===== config.mk =====
export PLATFORM = sky130hd
export DESIGN_NAME = rf_read_arbiter
export DESIGN_NICKNAME = d
export VERILOG_FILES = /design/src/rtl/rf_read_arbiter.sv
export SDC_FILE = /design/constraint.sdc
export NUM_CORES = 1
export LEC_CHECK = 0
export CORE_MARGIN = 1.5
export CORE_UTILIZATION = 34
export DETAILED_ROUTE_END_ITERATION = 6
export PLACE_DENSITY = 0.82
export SETUP_SLACK_MARGIN = 0.15
export SKIP_CTS_REPAIR_TIMING = 1
export SYNTH_ARGS = -nofsm -noshare
export SYNTH_HDL_FRONTEND = slang
export SYNTH_SLANG_ARGS = --single-unit

===== constraint.sdc =====
create_clock -name clk -period 1.9 [get_ports clk]
set_clock_uncertainty 0.2 [all_clocks]
set_input_delay 0.38 -clock clk [delete_from_list [all_inputs] [get_ports clk]]
set_output_delay 0.38 -clock clk [all_outputs]
set_load 0.1 [all_outputs]

===== src/rtl/rf_read_arbiter.sv =====
// ============================================================================
// Module   : rf_read_arbiter
// Purpose  : Round-robin arbiter sharing one register-file read port among
//            NREQ requesters; issues the mux select, captures the read data
//            and returns it to the winner with a one-hot valid pulse.
//            Optional macro ZERO_REG_EN makes address 31 read as zero.
// Revision : 1.0 - initial release
// ============================================================================
`default_nettype none

module rf_read_arbiter #(
  parameter int NREQ   = 4,
  parameter int DATA_W = 32,
  parameter int ADDR_W = 5
) (
  input  logic                     clk,
  input  logic                     reset,
  input  logic [NREQ-1:0]          req,
  input  logic [NREQ*ADDR_W-1:0]   addr,
  input  logic                     stall,
  output logic [NREQ-1:0]          gnt,
  output logic [ADDR_W-1:0]        rf_sel,
  input  logic [DATA_W-1:0]        rf_data,
  output logic [DATA_W-1:0]        rdata,
  output logic [NREQ-1:0]          rvalid
);

  localparam int c_PTR_W = $clog2(NREQ);
`ifdef ZERO_REG_EN
  localparam logic [ADDR_W-1:0] c_ZERO_ADDR = ADDR_W'(31);
`endif

  logic [c_PTR_W-1:0] r_ptr;
  logic [NREQ-1:0]    r_gnt;
  logic [NREQ-1:0]    r_rvalid;
  logic [ADDR_W-1:0]  r_sel;
  logic [DATA_W-1:0]  r_rdata;

  logic [NREQ-1:0]    w_elig;
  logic               w_hi_found;
  logic               w_lo_found;
  logic [c_PTR_W-1:0] w_hi_idx;
  logic [c_PTR_W-1:0] w_lo_idx;
  logic [c_PTR_W-1:0] w_win_idx;
  logic [c_PTR_W-1:0] w_next_ptr;
  logic               w_grant;
  logic [NREQ-1:0]    w_win_onehot;
  logic [ADDR_W-1:0]  w_win_addr;
  logic [DATA_W-1:0]  w_cap_data;

  // Two-pass search: lowest eligible index at/above the pointer wins,
  // otherwise wrap around to the lowest eligible index overall.
  always_comb begin
    w_elig     = req & ~r_gnt;
    w_hi_found = 1'b0;
    w_lo_found = 1'b0;
    w_hi_idx   = '0;
    w_lo_idx   = '0;
    for (int i = NREQ - 1; i >= 0; i--) begin
      if (w_elig[i]) begin
        w_lo_found = 1'b1;
        w_lo_idx   = c_PTR_W'(i);
        if (c_PTR_W'(i) >= r_ptr) begin
          w_hi_found = 1'b1;
          w_hi_idx   = c_PTR_W'(i);
        end
      end
    end
    w_win_idx    = w_hi_found ? w_hi_idx : w_lo_idx;
    w_grant      = w_lo_found && !stall;
    w_win_onehot = NREQ'(1) << w_win_idx;
    w_win_addr   = addr[w_win_idx*ADDR_W +: ADDR_W];
    w_next_ptr   = (w_win_idx == c_PTR_W'(NREQ - 1)) ? '0 : w_win_idx + 1'b1;
  end

  always_comb begin
`ifdef ZERO_REG_EN
    w_cap_data = (r_sel == c_ZERO_ADDR) ? '0 : rf_data;
`else
    w_cap_data = rf_data;
`endif
  end

  always_ff @(posedge clk) begin
    if (reset) begin
      r_ptr    <= '0;
      r_gnt    <= '0;
      r_rvalid <= '0;
      r_sel    <= '0;
      r_rdata  <= '0;
    end else begin
      r_rvalid <= r_gnt;
      if (|r_gnt) begin
        r_rdata <= w_cap_data;
      end
      if (w_grant) begin
        r_gnt <= w_win_onehot;
        r_sel <= w_win_addr;
        r_ptr <= w_next_ptr;
      end else begin
        r_gnt <= '0;
      end
    end
  end

  assign gnt    = r_gnt;
  assign rf_sel = r_sel;
  assign rdata  = r_rdata;
  assign rvalid = r_rvalid;

endmodule

`default_nettype wire


==> impl_results.md, run 1 <==
- Fraction of final layout cells sized beyond drive strength 1: 26.5%
- Synthesized flop and latch total: 47
- Total overflow reported by the global router: 0
- Reg2Reg Depth: 5
- Source-to-sink clock delay at the later pin of the worst-skew pair: 0.29 ns
- Vias after detailed routing: roughly 1,900
- Last weighted congestion value of the routability-driven placer: 0.942
- Critical path class: reg2reg
- Period Utilization, post-route: between 90% and 100%
- Number of vias per cell after detailed routing: 4.75
- Final hold vios: 0
- Worst hold path type: reg2reg
- Netlist Area Pre-Place: 1800 um2
- Arrival time at the worst endpoint: 1.86 ns
- Final ANT Viol Nets: 0
- Xor and xnor fraction of the mapped netlist area: 0.487%
- Multiplexer share of the synthesized area: 5.57%
- Clock root buffer: clkbuf_8
- Static Leakage: 1.46 nW
- Number of detailed-route iterations in the first pass: 4
- Initial antenna violation count: 0
- Post-Layout Inst Area: 3690 um2
- Number of design rule violations left after detail routing: 0
- Most used cells in the layout excluding fill and tap cells: 72 x nand2_1, 54 x clkdlybuf4s50_1, 46 x buf_12, 43 x dfxtp_1, 32 x a21oi_1
- Total half-perimeter wirelength after legalization and detailed placement: 4140 um
- Design Power: ~3.7 mW
- Final max-slew violation count: 0
- Total global routing track utilization: a little under a fifth
- CTS sink count: 47
- Standard cell with the maximum stage delay on the critical path: or3b_4
- Total Die Area: 5730 um2
- Die extent in y: 75.7 um
- Number of max-cap violations: 0
- Number of inserted filler cells in the final layout: ~370
- Required time at the endpoint of the critical path: 1.87 ns
- FMAX: 529 MHz
- Syn Nets: around 270
- Final #Nets: 383
- Area growth from synthesis to layout: 105%
- Worst Path Max Fanout: 8
- Placed standard-cell area: between 3000 and 4000 um2
- Max stage delay on crit path: about 0.4 ns
- First-pass GRT wire length: ~8000 um
- Distinct cells, synth: 26
- Setup repair after global routing missed its margin: yes
- H-tree depth: 2
- Cell row count: 26
- Top cell family by delay on the critical path: compound AO/OA/AOI/OAI gates
- IO buf count: 103
- CTS tree: yes
- Nature of the critical path endpoint: flip-flop
- Max rail drop VDD: between 0.6 and 0.7 mV
- Largest net degree at the start of global routing: 37
- Clock transition at the registers of the reported paths: 0.09 ns
- Placeable core region: a little over 5000 um2
- Simple-gate share of the synthesized area: roughly 22%
- Via count of the first global-routing pass: 1,742
- Count of pins on the block boundary: about 100
- Total setup violations reported at the end of the flow: 0
- Relative slew slack: 68.3%
- TritonCTS buffer count: 5
- Average wire length per cell after detail routing: 13.8 um
- Worst-path cell chain: or3b_4, a32oi_4, buf_12, mux2i_1, o221ai_1
- Wire length after detailed routing: 5460 um
- Post-synthesis area per instance: 8.56 um2
- Placed Cells incl. Taps: about 380
- Post-Syn Instances: 210
- Most common cell after layout, fill and taps aside: nand2_1
- Hold Path Cell Cnt: 2
- Post-synthesis sequential area ratio: around 52%
- Worst Setup Start Kind: flip-flop
- Period minus WS final: roughly 1.9 ns
- Adder-cell share of the synthesized area: 0%
- Fraction of the core area covered by cells at the end of the flow: between 70% and 80%
- Max Root-Sink Buffers: 2
- Crit path buffers/inverters: 1
- Die W: ~76 um
- Pwr per Cell Area: about 1000 nW/um2
- Yosys warns: 0
- Number of antenna diodes: 0
- Non-filler instance count after layout: 395
- Outcome: completed
- Synthesized-area fraction occupied by ao, oa, aoi and oai cells: 15.9%
- Measured slew at the worst slew-check pin: 0.474 ns
- Number of DRC violations after detailed-routing iteration 0: 64
- Initial Utilization: 35.2%
- Worst hold-check slack: 0.289 ns
- Critical Path Stages: 5
- Main combinational cell family by area after synthesis: simple AND/OR/NAND/NOR gates
-- flip-flops by register name, indices dropped and copies added (netlist names) --
register  count
rdata        32
rf_sel        5
gnt           4
rvalid        4
r_ptr         2
-- Yosys cell counts (all sizes together) --
cell	instances	area share (%)
buf	2	1.0
nand2	72	15
a22oi	1	0.42
and3	1	0.35
or4	1	0.42
inv	2	0.42
nor4	1	0.35
dfxtp	47	52
nor2	4	0.83
or2b	1	0.42
o221ai	6	2.9
nor2b	6	2.1
mux2i	10	5.6
o211ai	1	0.42
nand2b	4	1.4
a41oi	1	0.49
a21oi	32	8.9
o21ai	1	0.28
xor2	1	0.49
o2111ai	1	0.49
a32oi	1	1.5
a22o	1	0.49
clkbuf	11	2.3
and2b	1	0.42
or3b	1	0.63
-- report_power, final --
group,leakage [nW],switching (mW),internal [mW]
clock network,0.0612,0.330,0.426
logic,1.01,1.06,0.707
registers,0.387,0.109,1.09
-- tightest hold or removal path, stage by stage, from the launching register on --
cell	delay, ns
dfxtp_1	0.34
nand2_1	0.06
a21oi_1	0.05
-- cell families after synthesis --
logic type	after synthesis
AND/OR/NAND/NOR	92
flip-flops	47
AO/OA/AOI/OAI	45
buffers and inverters	15
multiplexers	10
XOR/XNOR	1
-- final cells by class --
class / count / area (um2) / share of cell area (%)
Sequential cell: 47 / 956 / 25.9
Clock inverter: 2 / 35.0 / 0.948
Clock buffer: 6 / 82.6 / 2.24
Multi-Input combinational cell: 148 / 866 / 23.4
Tap cell: 70 / 87.6 / 2.37
Timing Repair Buffer: 120 / 1660 / 44.9
Inverter: 2 / 7.51 / 0.203
-- worst paths after layout --
kind                  start  slack, ns        end
setup / recovery     gnt[2]      0.008  rf_sel[2]
hold / removal    rdata[15]       0.29  rdata[15]
setup reg to reg     gnt[2]      0.008  rf_sel[2]
hold reg to reg   rdata[15]       0.29  rdata[15]
-- routing by layer --
metal / vias up / part of all wire, % / GRT usage [%]
li1: 931 / - / -
met1: 855 / 39 / 20.5
met2: 81 / 51 / 33.6
met3: 8 / 8.4 / 6.22
met4: 0 / 1.3 / 6.75
met5: - / 0 / 0
-- through the flow --
step / setup slack [ns] / TNS, ns
detailed placement: -0.532 / -4.78
global route: -0.0269 / -0.0431
CTS: -0.238 / -1.54
floorplan: -0.129 / -0.604
finish: 0.00848 / 0
global placement: -0.451 / -4.17
Power figures use the tool's default switching activity.
==> inputs of run 2 (changes only) <==
--- a/config.mk
+++ b/config.mk
@@ -8,7 +8,7 @@
 export CORE_MARGIN = 1.5
 export CORE_UTILIZATION = 34
 export DETAILED_ROUTE_END_ITERATION = 6
-export PLACE_DENSITY = 0.82
+export PLACE_DENSITY = 0.84
 export SETUP_SLACK_MARGIN = 0.15
 export SKIP_CTS_REPAIR_TIMING = 1
 export SYNTH_ARGS = -nofsm -noshare
==> impl_results.md, run 2 (synthesized netlist as in run 1, its figures left out) <==
- Initial antenna violation count: 0
- Top cell family by delay on the critical path: compound AO/OA/AOI/OAI gates
- CTS tree: yes
- Period minus WS final: 1.93 ns
- H-tree depth: 2
- Required time at the endpoint of the critical path: 1.87 ns
- Design Power: 3.74 mW
- Worst hold path type: reg2reg
- Worst Setup Start Kind: flip-flop
- GR Util met2: 33.5%
- Average wire length per cell after detail routing: 14.3 um
- Worst Setup Slack, final: -0.0309 ns
- Number of design rule violations left after detail routing: 0
- Hold Path Cell Cnt: 2
- Setup repair after global routing missed its margin: yes
- Outcome: finished, violations left
- Pre-CTS setup slack: -0.537 ns
- Relative slew slack: a little over three fifths
- Largest net degree at the start of global routing: 33
- Final ANT Viol Nets: 0
- Period Utilization, post-route: 102%
- Worst Path Max Fanout: 8
- Total Die Area: 5730 um2
- Critical path class: reg2reg
- Layer with the highest usage: met2
- Max Root-Sink Buffers: 2
- Violations in the final reports: setup timing
- Met3 track demand over resource: between 6 and 7%
- Final #Nets: 385
- Max rail drop VDD: 0.494 mV
- Flip-flop count of the largest register, all copies and words added: 32
- Worst-path cell chain: buf_4, and2b_1, o221ai_1, a22oi_2, nand2b_4, o221ai_1
- Die extent in y: 75.7 um
- Crit path buffers/inverters: 1
- Count of pins on the block boundary: around 100
- Dominant cell type by count on the critical path: o221ai_1
- Total global routing track utilization: 18.2%
- Area growth from synthesis to layout: 108%
- Global routing met1 resource utilization: 20.1%
- Clock transition at the registers of the reported paths: about 0.080 ns
- IO buf count: 103
- Initial Utilization: 35.2%
- Placeable core region: 5110 um2
- Number of antenna diodes: 0
- Total overflow reported by the global router: 0
- Total half-perimeter wirelength after legalization and detailed placement: just over 4000 um
- Wire length after detailed routing: 5660 um
- Source-to-sink clock delay at the later pin of the worst-skew pair: 0.29 ns
- Total setup violations reported at the end of the flow: 5
- Arrival time at the worst endpoint: 1.90 ns
- Placed Cells incl. Taps: 380
- Setup_tns: -0.104 ns
- Number of max-cap violations: 0
- Last weighted congestion value of the routability-driven placer: 0.950
- Number of detailed-route iterations in the first pass: 4
- Die W: 75.7 um
- Pwr per Cell Area: 1000 nW/um2
- Number of DRC violations after detailed-routing iteration 0: 55
- Non-filler instance count after layout: about 400
- Cell row count: 26
- First-pass GRT wire length: 7980 um
- Worst hold-check slack: 0.289 ns
- Fraction of final layout cells sized beyond drive strength 1: between 20% and 30%
- Number of inserted filler cells in the final layout: 364
- FMAX: 518 MHz
- Via count of the first global-routing pass: 1,804
- TritonCTS buffer count: 5
- Final max-slew violation count: 0
- Reg2Reg Depth: 6
- Nature of the critical path endpoint: flip-flop
- Max stage delay on crit path: 0.36 ns
- Most used cells in the layout excluding fill and tap cells: 71 x nand2_1, 54 x clkdlybuf4s50_1, 47 x buf_12, 43 x dfxtp_1, 32 x a21oi_1
- Critical Path Stages: 6
- Vias after detailed routing: approximately 1,900
- Static Leakage: 1.47 nW
- CTS sink count: 47
- Standard cell with the maximum stage delay on the critical path: a22oi_2
- Most common cell after layout, fill and taps aside: nand2_1
- Measured slew at the worst slew-check pin: 0.551 ns
- Final hold vios: 0
- Number of vias per cell after detailed routing: 4.82
- Clock root buffer: clkbuf_8
## run 2: where the power goes
part / switching (mW) / internal [mW]
clock network: 0.320 / 0.420
logic: 1.08 / 0.719
registers: 0.112 / 1.09
total: 1.51 / 2.23
## run 2: routing by layer
metal	part of all wire [%]	vias up	wire, um
met5	0	-	0
met4	0.55	0	31
met3	8.4	4	474
met2	51	88	2900
met1	40	892	2260
li1	-	931	-
## run 2: final timing paths
check             startpoint        end  slack, ns
setup / recovery      gnt[1]  rf_sel[1]      -0.03
hold / removal     rdata[16]  rdata[16]       0.29
setup reg to reg      gnt[1]  rf_sel[1]      -0.03
hold reg to reg    rdata[16]  rdata[16]       0.29
## run 2: metrics by stage
| step | util (%) | instance area [um2] |
|---|---|---|
| floorplan | - | 1850 |
| global placement | 67.8 | 3460 |
| detailed placement | 67.8 | 3460 |
| CTS | 70.2 | 3580 |
| global route | 73.1 | 3730 |
| finish | 73.1 | 3730 |
## run 2: tightest hold or removal path, delay by kind of cell (launching register included)
kind	cells	cell delay [ns]
DFF	1	0.34
and+or+nand+nor	1	0.06
AOI/OAI and AO/OA	1	0.05
## run 2: final cells by class
type	instances	area (um2)	area share, %
clock buffers	8	123	3.29
inverters	2	7.51	0.201
multi-input cells	148	875	23.4
flip-flops and latches	47	956	25.6
well taps	70	87.6	2.35
repair buffers	122	1680	45.1
==> inputs of run 3 (changes only) <==
--- a/config.mk
+++ b/config.mk
@@ -11,6 +11,7 @@
 export PLACE_DENSITY = 0.84
 export SETUP_SLACK_MARGIN = 0.15
 export SKIP_CTS_REPAIR_TIMING = 1
+export SKIP_LAST_GASP = 1
 export SYNTH_ARGS = -nofsm -noshare
 export SYNTH_HDL_FRONTEND = slang
 export SYNTH_SLANG_ARGS = --single-unit
==> impl_results.md, run 3 (synthesized netlist as in run 1, its figures left out) <==
- Total global routing track utilization: 18.2%
- Number of vias per cell after detailed routing: just under 5
- Arrival time at the worst endpoint: 1.87 ns
- Outcome: finished, violations left
- Part of the power in combinational logic: 48.1%
- Critical path class: reg2reg
- Worst Path Max Fanout: 8
- Period minus WS final: 1.90 ns
- Period Utilization, post-route: 100%
- CTS sink count: 47
- IO buf count: around 100
- Count of pins on the block boundary: 104
- CTS tree: yes
- Vias after detailed routing: 1,916
- Non-filler instance count after layout: 397
- Largest net degree at the start of global routing: 33
- Fraction of final layout cells sized beyond drive strength 1: 27.2%
- Fraction of the core area covered by cells at the end of the flow: between 70% and 80%
- Number of antenna diodes: 0
- Initial antenna violation count: 0
- Nature of the critical path endpoint: flip-flop
- Relative slew slack: 63.5%
- Static Leakage: 1.47 nW
- Violations in the final reports: setup timing
- Clock root buffer: clkbuf_8
- Top cell family by delay on the critical path: compound AO/OA/AOI/OAI gates
- Average wire length per cell after detail routing: 14.2 um
- Via count of the first global-routing pass: 1,804
- Internal: 2.23 mW
- Worst hold-check slack: 0.289 ns
- Design Power: 3.73 mW
- Placed Cells incl. Taps: 380
- Source-to-sink clock delay at the later pin of the worst-skew pair: 0.29 ns
- Number of DRC violations after detailed-routing iteration 0: 55
- Measured slew at the worst slew-check pin: 0.546 ns
- Setup_tns: -0.00307 ns
- Switching share of power: 40.3%
- Final ANT Viol Nets: 0
- Total Die Area: 5730 um2
- Total overflow reported by the global router: 0
- Placeable core region: 5110 um2
- Die extent in y: 75.7 um
- Die W: 75.7 um
- Most used cells in the layout excluding fill and tap cells: 71 x nand2_1, 54 x clkdlybuf4s50_1, 47 x buf_12, 43 x dfxtp_1, 32 x a21oi_1
- First-pass GRT wire length: approximately 8000 um
- Portion of total power attributed to the clock network: about a fifth
- Number of design rule violations left after detail routing: 0
- Last weighted congestion value of the routability-driven placer: 0.950
- Wire length after detailed routing: roughly 5600 um
- Dominant cell type by count on the critical path: o221ai_1
- Flip-flop count of the largest register, all copies and words added: 32
- H-tree depth: 2
- Worst Setup Start Kind: flip-flop
- Portion of total power attributed to sequential cells: between 30 and 40%
- Setup repair after global routing missed its margin: yes
- Number of max-cap violations: 0
- Final #Nets: between 300 and 400
- Number of detailed-route iterations in the first pass: 5
- Max rail drop VDD: 0.494 mV
- Post-Layout Inst Area: 3730 um2
- Crit path buffers/inverters: 1
- Worst Setup Slack, final: -0.00307 ns
- Final hold vios: 0
- Initial Utilization: a little over a third
- Total half-perimeter wirelength after legalization and detailed placement: 4140 um
- Standard cell with the maximum stage delay on the critical path: dfxtp_4
- Pre-CTS setup slack: -0.537 ns
- TritonCTS buffer count: 5
- Cell row count: 26
- Area growth from synthesis to layout: 107%
- Worst hold path type: reg2reg
- Required time at the endpoint of the critical path: 1.87 ns
- Worst-path cell chain: buf_4, and2b_1, o221ai_1, a22oi_2, nand2b_4, o221ai_1
- FMAX: 525 MHz
- Pwr per Cell Area: ~1000 nW/um2
- Max stage delay on crit path: 0.35 ns
- Placed standard-cell area: 3460 um2
- Most common cell after layout, fill and taps aside: nand2_1
- Final max-slew violation count: 0
- Clock transition at the registers of the reported paths: ~0.08 ns
- Total setup violations reported at the end of the flow: 1
- Max Root-Sink Buffers: 2
- Switching pwr: 1.51 mW
## run 3: metal layers
metal	vias to the layer above	wire length [um]	GRT usage, %
met5	-	0	0
li1	933	-	-
met1	893	2250	20.1
met2	84	2850	33.5
met3	6	498	6.08
met4	0	44	4.76
## run 3: path summary, 6_finish.rpt
path	endpoint	from	cells after the start	slack [ns]
hold reg to reg	rdata[16]	rdata[16]	2	0.29
setup reg to reg	rf_sel[1]	gnt[1]	6	-0.003
hold / removal	rdata[16]	rdata[16]	2	0.29
setup / recovery	rf_sel[1]	gnt[1]	6	-0.003
## run 3: worst reg2reg max path, delay by kind of cell, from the launching register on
| family | cells | cell delay, ns |
|---|---|---|
| and+or+nand+nor | 2 | 0.47 |
| AOI/OAI and AO/OA | 3 | 0.63 |
| buffers and inverters | 1 | 0.14 |
| DFF | 1 | 0.35 |
## run 3: area by class of cell
type,instances,area (um2)
clock buffer,8,123
fill,363,1380
inverter,2,7.51
multi-input combinational,148,875
sequential,47,956
tap,70,87.6
timing repair buffer,122,1680
## run 3: power by group through the flow
stage / clock [mW] / sequential (mW) / combinational, mW
CTS: 0.758 / 1.21 / 1.72
global route: 0.798 / 1.21 / 1.87
finish: 0.736 / 1.20 / 1.79
global placement: 0 / 1.22 / 1.69
detailed placement: 0 / 1.23 / 1.72
floorplan: 0 / 1.89 / 0.338
